<file path="src/rtl/rc4_pkg.sv">
// Shared types and constants for the solution UART reporter: transmit FSM states,
// ASCII codes used in the report text, and a nibble-to-hex-character helper.
package rc4_pkg;

   typedef enum logic [3:0] {
      StIdle,
      StHdr,
      StKey,
      StReq,
      StRead,
      StWaitQ,
      StSend,
      StTrailer,
      StFin
   } tx_state_e;

   localparam logic [7:0] AsciiK     = 8'h4B;
   localparam logic [7:0] AsciiEq    = 8'h3D;
   localparam logic [7:0] AsciiColon = 8'h3A;
   localparam logic [7:0] AsciiN     = 8'h4E;
   localparam logic [7:0] AsciiO     = 8'h4F;
   localparam logic [7:0] AsciiE     = 8'h45;
   localparam logic [7:0] AsciiCr    = 8'h0D;
   localparam logic [7:0] AsciiLf    = 8'h0A;

   // Uppercase hex digit: '0'..'9' then 'A'..'F' ('A' = 0x37 + 10).
   function automatic logic [7:0] hex_char(input logic [3:0] nib);
      return (nib < 4'd10) ? (8'h30 + {4'h0, nib}) : (8'h37 + {4'h0, nib});
   endfunction

endpackage

</file>
<file path="src/rtl/uart_tx_serializer.sv">
// UART bit timer and shift register with a load/ready handshake.
// Defining SOLUTION_TX_PARITY_EN adds an even-parity bit before the stop bit.
module uart_tx_serializer #(
   parameter int unsigned clk_div = 434
) (
   input  logic       clk_i,
   input  logic       rst_ni,
   input  logic       load_i,
   input  logic [7:0] data_i,
   output logic       ready_o,
   output logic       tx_o
);

`ifdef SOLUTION_TX_PARITY_EN
   localparam int unsigned FrameBits = 11;
`else
   localparam int unsigned FrameBits = 10;
`endif
   localparam int unsigned DivW = (clk_div > 1) ? $clog2(clk_div) : 1;
   localparam int unsigned CntW = 4;

   logic [FrameBits-1:0] frame_q, frame_d, frame_load;
   logic [DivW-1:0]      div_q, div_d;
   logic [CntW-1:0]      bit_q, bit_d;
   logic                 active_q, active_d;
   logic                 bit_end, last_bit;

`ifdef SOLUTION_TX_PARITY_EN
   assign frame_load = {1'b1, ^data_i, data_i, 1'b0};
`else
   assign frame_load = {1'b1, data_i, 1'b0};
`endif

   assign bit_end  = (div_q == DivW'(clk_div - 1));
   assign last_bit = active_q && bit_end && (bit_q == CntW'(FrameBits - 1));
   // Ready in the final stop-bit cycle so the next frame follows with no idle bit.
   assign ready_o  = !active_q || last_bit;
   assign tx_o     = active_q ? frame_q[0] : 1'b1;

   always_comb begin
      frame_d  = frame_q;
      div_d    = div_q;
      bit_d    = bit_q;
      active_d = active_q;
      if (load_i && ready_o) begin
         frame_d  = frame_load;
         div_d    = '0;
         bit_d    = '0;
         active_d = 1'b1;
      end else if (active_q) begin
         if (bit_end) begin
            div_d = '0;
            if (last_bit) begin
               active_d = 1'b0;
            end else begin
               frame_d = {1'b1, frame_q[FrameBits-1:1]};
               bit_d   = bit_q + 1'b1;
            end
         end else begin
            div_d = div_q + 1'b1;
         end
      end
   end

   always_ff @(posedge clk_i or negedge rst_ni) begin
      if (!rst_ni) begin
         frame_q  <= '1;
         div_q    <= '0;
         bit_q    <= '0;
         active_q <= 1'b0;
      end else begin
         frame_q  <= frame_d;
         div_q    <= div_d;
         bit_q    <= bit_d;
         active_q <= active_d;
      end
   end

endmodule

</file>
<file path="src/rtl/solution_uart_tx.sv">
// Reports a key search result over UART: "K=<hex key>:<RAM bytes>\r\n" or "NONE\r\n".
// SOLUTION_TX_PARITY_EN (in the serializer) selects 11-bit even-parity frames.
module solution_uart_tx
   import rc4_pkg::*;
#(
   parameter int unsigned addr_width        = 5,
   parameter int unsigned data_width        = 8,
   parameter int unsigned secret_key_length = 24,
   parameter int unsigned clk_div           = 434
) (
   input  logic                         clk,
   input  logic                         reset,
   input  logic                         start,
   input  logic                         no_solution,
   input  logic [secret_key_length-1:0] secret_key,
   output logic [addr_width-1:0]        sol_ram_addr,
   input  logic [data_width-1:0]        sol_ram_q,
   output logic                         sol_ram_access_request,
   input  logic                         sol_ram_access_granted,
   output logic                         tx,
   output logic                         busy,
   output logic                         done
);

   localparam int unsigned KeyNibbles = secret_key_length / 4;

   tx_state_e             state_q, state_d;
   logic [7:0]            idx_q, idx_d;
   logic [addr_width-1:0] addr_q, addr_d;
   logic [data_width-1:0] byte_q, byte_d;
   logic                  nosol_q, nosol_d;
   logic                  ser_load, ser_ready;
   logic [7:0]            ser_data, hdr_last;
   logic [3:0]            key_nib;

   always_comb begin
      key_nib = 4'h0;
      for (int i = 0; i < KeyNibbles; i++) begin
         if (idx_q == 8'(i)) key_nib = secret_key[secret_key_length-1-4*i -: 4];
      end
   end

   always_comb begin
      state_d  = state_q;
      idx_d    = idx_q;
      addr_d   = addr_q;
      byte_d   = byte_q;
      nosol_d  = nosol_q;
      ser_load = 1'b0;
      ser_data = 8'hFF;
      hdr_last = nosol_q ? 8'd3 : 8'd1;
      case (state_q)
         StIdle: begin
            if (start) begin
               state_d = StHdr;
               idx_d   = '0;
               addr_d  = '0;
               nosol_d = no_solution;
            end
         end
         StHdr: begin
            if (nosol_q) begin
               case (idx_q[1:0])
                  2'd1:    ser_data = AsciiO;
                  2'd3:    ser_data = AsciiE;
                  default: ser_data = AsciiN;
               endcase
            end else begin
               ser_data = (idx_q == 8'd0) ? AsciiK : AsciiEq;
            end
            if (ser_ready) begin
               ser_load = 1'b1;
               if (idx_q == hdr_last) begin
                  idx_d   = '0;
                  state_d = nosol_q ? StTrailer : StKey;
               end else begin
                  idx_d = idx_q + 8'd1;
               end
            end
         end
         StKey: begin
            ser_data = (idx_q == 8'(KeyNibbles)) ? AsciiColon : hex_char(key_nib);
            if (ser_ready) begin
               ser_load = 1'b1;
               if (idx_q == 8'(KeyNibbles)) begin
                  idx_d   = '0;
                  state_d = StReq;
               end else begin
                  idx_d = idx_q + 8'd1;
               end
            end
         end
         StReq: begin
            if (sol_ram_access_granted) state_d = StRead;
         end
         StRead:  state_d = StWaitQ;
         StWaitQ: begin
            // Two cycles after the address change: synchronous RAM data is valid.
            byte_d  = sol_ram_q;
            state_d = StSend;
         end
         StSend: begin
            ser_data = byte_q;
            if (ser_ready) begin
               ser_load = 1'b1;
               addr_d   = addr_q + 1'b1;
               state_d  = (addr_d == '0) ? StTrailer : StRead;
            end
         end
         StTrailer: begin
            ser_data = (idx_q == 8'd0) ? AsciiCr : AsciiLf;
            if (idx_q == 8'd2) begin
               // LF is in flight; ready rises in its final stop-bit cycle.
               if (ser_ready) begin
                  idx_d   = '0;
                  state_d = StFin;
               end
            end else if (ser_ready) begin
               ser_load = 1'b1;
               idx_d    = idx_q + 8'd1;
            end
         end
         StFin:   state_d = StIdle;
         default: state_d = StIdle;
      endcase
   end

   always_ff @(posedge clk or negedge reset) begin
      if (!reset) begin
         state_q <= StIdle;
         idx_q   <= '0;
         addr_q  <= '0;
         byte_q  <= '0;
         nosol_q <= 1'b0;
      end else begin
         state_q <= state_d;
         idx_q   <= idx_d;
         addr_q  <= addr_d;
         byte_q  <= byte_d;
         nosol_q <= nosol_d;
      end
   end

   assign sol_ram_access_request = (state_q == StReq) || (state_q == StRead) ||
                                   (state_q == StWaitQ) || (state_q == StSend);
   assign sol_ram_addr = (sol_ram_access_request && sol_ram_access_granted) ? addr_q : '0;
   assign busy         = (state_q != StIdle) && (state_q != StFin);
   assign done         = (state_q == StFin);

   uart_tx_serializer #(
      .clk_div (clk_div)
   ) u_serializer (
      .clk_i   (clk),
      .rst_ni  (reset),
      .load_i  (ser_load),
      .data_i  (ser_data),
      .ready_o (ser_ready),
      .tx_o    (tx)
   );

endmodule

</file>
<file path="config.mk">
export PLATFORM = sky130hd
export DESIGN_NAME = solution_uart_tx
export DESIGN_NICKNAME = d
export VERILOG_FILES = /design/src/rtl/rc4_pkg.sv /design/src/rtl/uart_tx_serializer.sv /design/src/rtl/solution_uart_tx.sv
export SDC_FILE = /design/constraint.sdc
export NUM_CORES = 1
export LEC_CHECK = 0
export CAP_MARGIN = 40
export CORE_MARGIN = 4
export CORE_UTILIZATION = 45
export DETAILED_ROUTE_END_ITERATION = 10
export HOLD_SLACK_MARGIN = 0.08
export PLACE_DENSITY = 0.68
export SLEW_MARGIN = 20
export SYNTH_ARGS = -nofsm -noshare
export SYNTH_HDL_FRONTEND = slang
export SYNTH_SLANG_ARGS = --single-unit
</file>
<file path="constraint.sdc">
create_clock -name clk -period 3.1 [get_ports clk]
set_input_delay 0.62 -clock clk [delete_from_list [all_inputs] [get_ports clk]]
set_output_delay 0.62 -clock clk [all_outputs]
set_load 0.05 [all_outputs]
</file>
==> reports/metrics.yaml, run 1 <==
status: "completed"
numClockSinks: 49
initial_core_util: 0.4594
final_area_mm2: 0.003970
met3_usage: 0.02885
synth-edff-count: 0
rrSetupSlack_ns: 0.27
clk_pin_slew_ns: 0.11
layout.nets: 460
worstSetupPathType: "reg -> reg"
hold_class: "in -> async"
syn_nets: 416
r2r-start: "idx_q[0]"
max-vdd-ir-drop_mv: 0.7865
post-route-min-period_ns: 2.831
finClkSkew_ns: 0.01927
arrival_ns: 3.07
rr_worst_depth: 11
start_kind: "register"
rows: 31
drt_iter0_drc: 165
yosysWarnings: 0
tightestPinTransition_ns: 0.6770
slew_violations: 0
met2_usage: 0.3193
die_w_um: 93.82
cts-root-buf: "clkbuf_8"
synthTopCellsByArea: "dfrtp_1, dfstp_2, o21ai_0"
final_cell_mix: "dfrtp_1, clkdlybuf4s50_1, o21ai_0"
synthesis.instances: 367
vias: 2879
dp_hpwl_um: 5841
drt_wl_total_um: 7737
cts_buffers: 5
die_y_um: 93.82
io_buffers: 45
clock.fmax_mhz: 353.2
relSlewSlack: 0.5445
synth.cell_area_mm2: 0.003314
yosys.area.top_type: "dfrtp_1"
grt-ovfl-total: 0
hold_viol_final: 0
wl_per_cell_um: 15.14
p_per_area_mw_per_mm2: 793.1
hold_slack_ns: 0.2647
dpl-instance-area_mm2: 0.003874
grt_use_total: 0.1884
rsz0062_at_grt: "no"
layout-drive-gt1-share: 0.1481
r2r-end: "u_serializer.frame_q[3]"
h-tree-depth: 2
drc: 0
dieArea_mm2: 0.008802
synth_flop_cell: "dfrtp_1"
ios: 46
avgSynthCellArea_um2: 9.031
fin_tns_setup_ns: 0
critPathRequiredTime_ns: 3.34
yosys_register_bits: 49
cts_tree: "built"
yosysTopAreaCellShare: 0.3020
path_max_fanout: 9
async_flop_share: 1.000
place_congestion: 0.8183
ys_types: 58
grt_max_degree: 27
firstDrtPassIters: 4
clk_path_buf_depth: 2
clk_latency_ns: 0.32
grt_antenna_before_repair: 0
min_period_over_period: 0.9133
coreArea_mm2: 0.007214
viasPerCell: 5.634
final_common_cell: "dfrtp_1"
ant_nets: 0
grtUsageMet1: 0.2562
grt_pass1_wl_um: 13540
fillers: 676
antenna_cells: 0
ys_seq_area_frac: 0.3733
area_growth_pct: 19.78
setup_violations: 0
crit_path_end_kind: "register"
power_leakage_nw: 1.674
grt_pass1_vias: 2917
maxCapViolCount: 0
grt_busiest_layer: "met2"
-- worst max path at each step --
stage | to | cells past startpoint | from | slack [ns]
floorplan | sol_ram_addr[0] | 5 | state_q[1] | 0.27
global placement | u_serializer.frame_q[5] | 10 | idx_q[0] | 0.32
detailed placement | u_serializer.frame_q[5] | 9 | secret_key[9] | 0.31
CTS | done | 4 | state_q[0] | 0.28
global route | u_serializer.frame_q[3] | 11 | idx_q[0] | 0.06
finish | u_serializer.frame_q[3] | 11 | idx_q[0] | 0.27
-- cells in the mapped netlist, types with 2 or more instances --
master and count:
and3_2 2, a221oi_1 6, nand4_1 2, or2_2 3, buf_2 9, a21oi_1 15, a221o_1 4, clkbuf_1 11
inv_1 15, a21o_1 4, xor2_1 7, ha_1 12, a2111oi_0 2, nor2b_1 11, nor3b_1 3, o31ai_1 6
a2bb2oi_1 2, o21ai_0 37, nand2b_1 10, and3_1 10, nand3b_1 3, xnor2_1 2, mux2_2 10, o211ai_1 3
nand2_1 22, mux2i_1 6, nand3_1 12, nor2_1 28, nor4b_1 2, a22o_1 9, nor3_1 5, a22oi_1 6
dfstp_2 9, dfrtp_1 40, o41ai_1 3, mux2_4 3, nor4_1 3, and2_1 6, a211oi_1 5
-- through the flow --
stage,total power [mW],worst slack [ns],util,std cells
finish,3.149,0.2688,0.5503,511
CTS,3.161,0.2799,0.5499,511
detailed placement,2.754,0.3058,0.5369,503
global route,3.415,0.05566,0.5503,511
floorplan,2.315,0.2736,-,367
global placement,2.717,0.3236,0.5369,503
-- power breakdown --
group	internal [mW]	total, mW	switching (mW)
registers	0.887	1.08	0.197
clock network	0.163	0.399	0.236
logic	0.779	1.67	0.886
total	1.83	3.15	1.32
-- state kept, by name, summed over array words and instances, names as in the netlist --
name	cells
state_q	4
nosol_q	1
addr_q	5
u_serializer.div_q	9
byte_q	8
u_serializer.frame_q	9
idx_q	8
u_serializer.active_q	1
u_serializer.bit_q	4
-- repair_timing --
action,4_1_cts,5_1_grt
buffers inserted,0,0
hold buffers,0,0
endpoints found under the setup margin,0,1
resized for setup,0,1
-- per-layer routing --
| layer | routed length (µm) | up-vias | part of all wire |
|---|---|---|---|
| li1 | - | 1427 | - |
| met1 | 3607 | 1404 | 0.47 |
| met2 | 3844 | 40 | 0.50 |
| met3 | 229 | 8 | 0.030 |
| met4 | 56 | 0 | 0.0072 |
| met5 | 0 | - | 0 |
-- cell families after synthesis --
family	count (synthesis)	share of synthesized area
compound gates	111	0.2307
xor+xnor	9	0.02378
fa+ha+maj	12	0.04530
buf+inv	37	0.04794
flops	49	0.3733
mux	19	0.06569
simple gates	130	0.2133
-- worst max-delay path: stages, from the launching register on --
cell and delay (ns):
dfrtp_1 0.44, inv_1 0.14, ha_1 0.34, or2_2 0.37, a221o_1 0.28, a22oi_1 0.23, nand2b_1 0.14, ha_1 0.20
nand2_1 0.07, nor4b_1 0.26, o21ai_0 0.13, o21ai_0 0.17
-- area by class of cell --
| class | count | area, µm² | share of cell area |
|---|---|---|---|
| multi-input cells | 281 | 1921 | 0.4838 |
| well taps | 99 | 123.9 | 0.03120 |
| flip-flops and latches | 49 | 1237 | 0.3117 |
| repair buffers | 59 | 538.0 | 0.1355 |
| clock buffers | 5 | 68.82 | 0.01733 |
| clock inverters | 3 | 25.02 | 0.006303 |
| inverters | 15 | 56.30 | 0.01418 |
Power figures use the tool's default switching activity.
==> run 2, diff against run 1 <==
Settings changed: ABC_CLOCK_PERIOD_IN_PS set to 3100.
==> results of run 2 <==
Same layout as run 1: the final DEF is identical, and so are final timing and power.
==> run 3, diff against run 2 <==
Settings changed: CTS_CLUSTER_SIZE set to 40, HOLD_SLACK_MARGIN 0.08 to 0.02.
==> results of run 3 <==
Same layout as run 1: the final DEF is identical, and so are final timing and power.
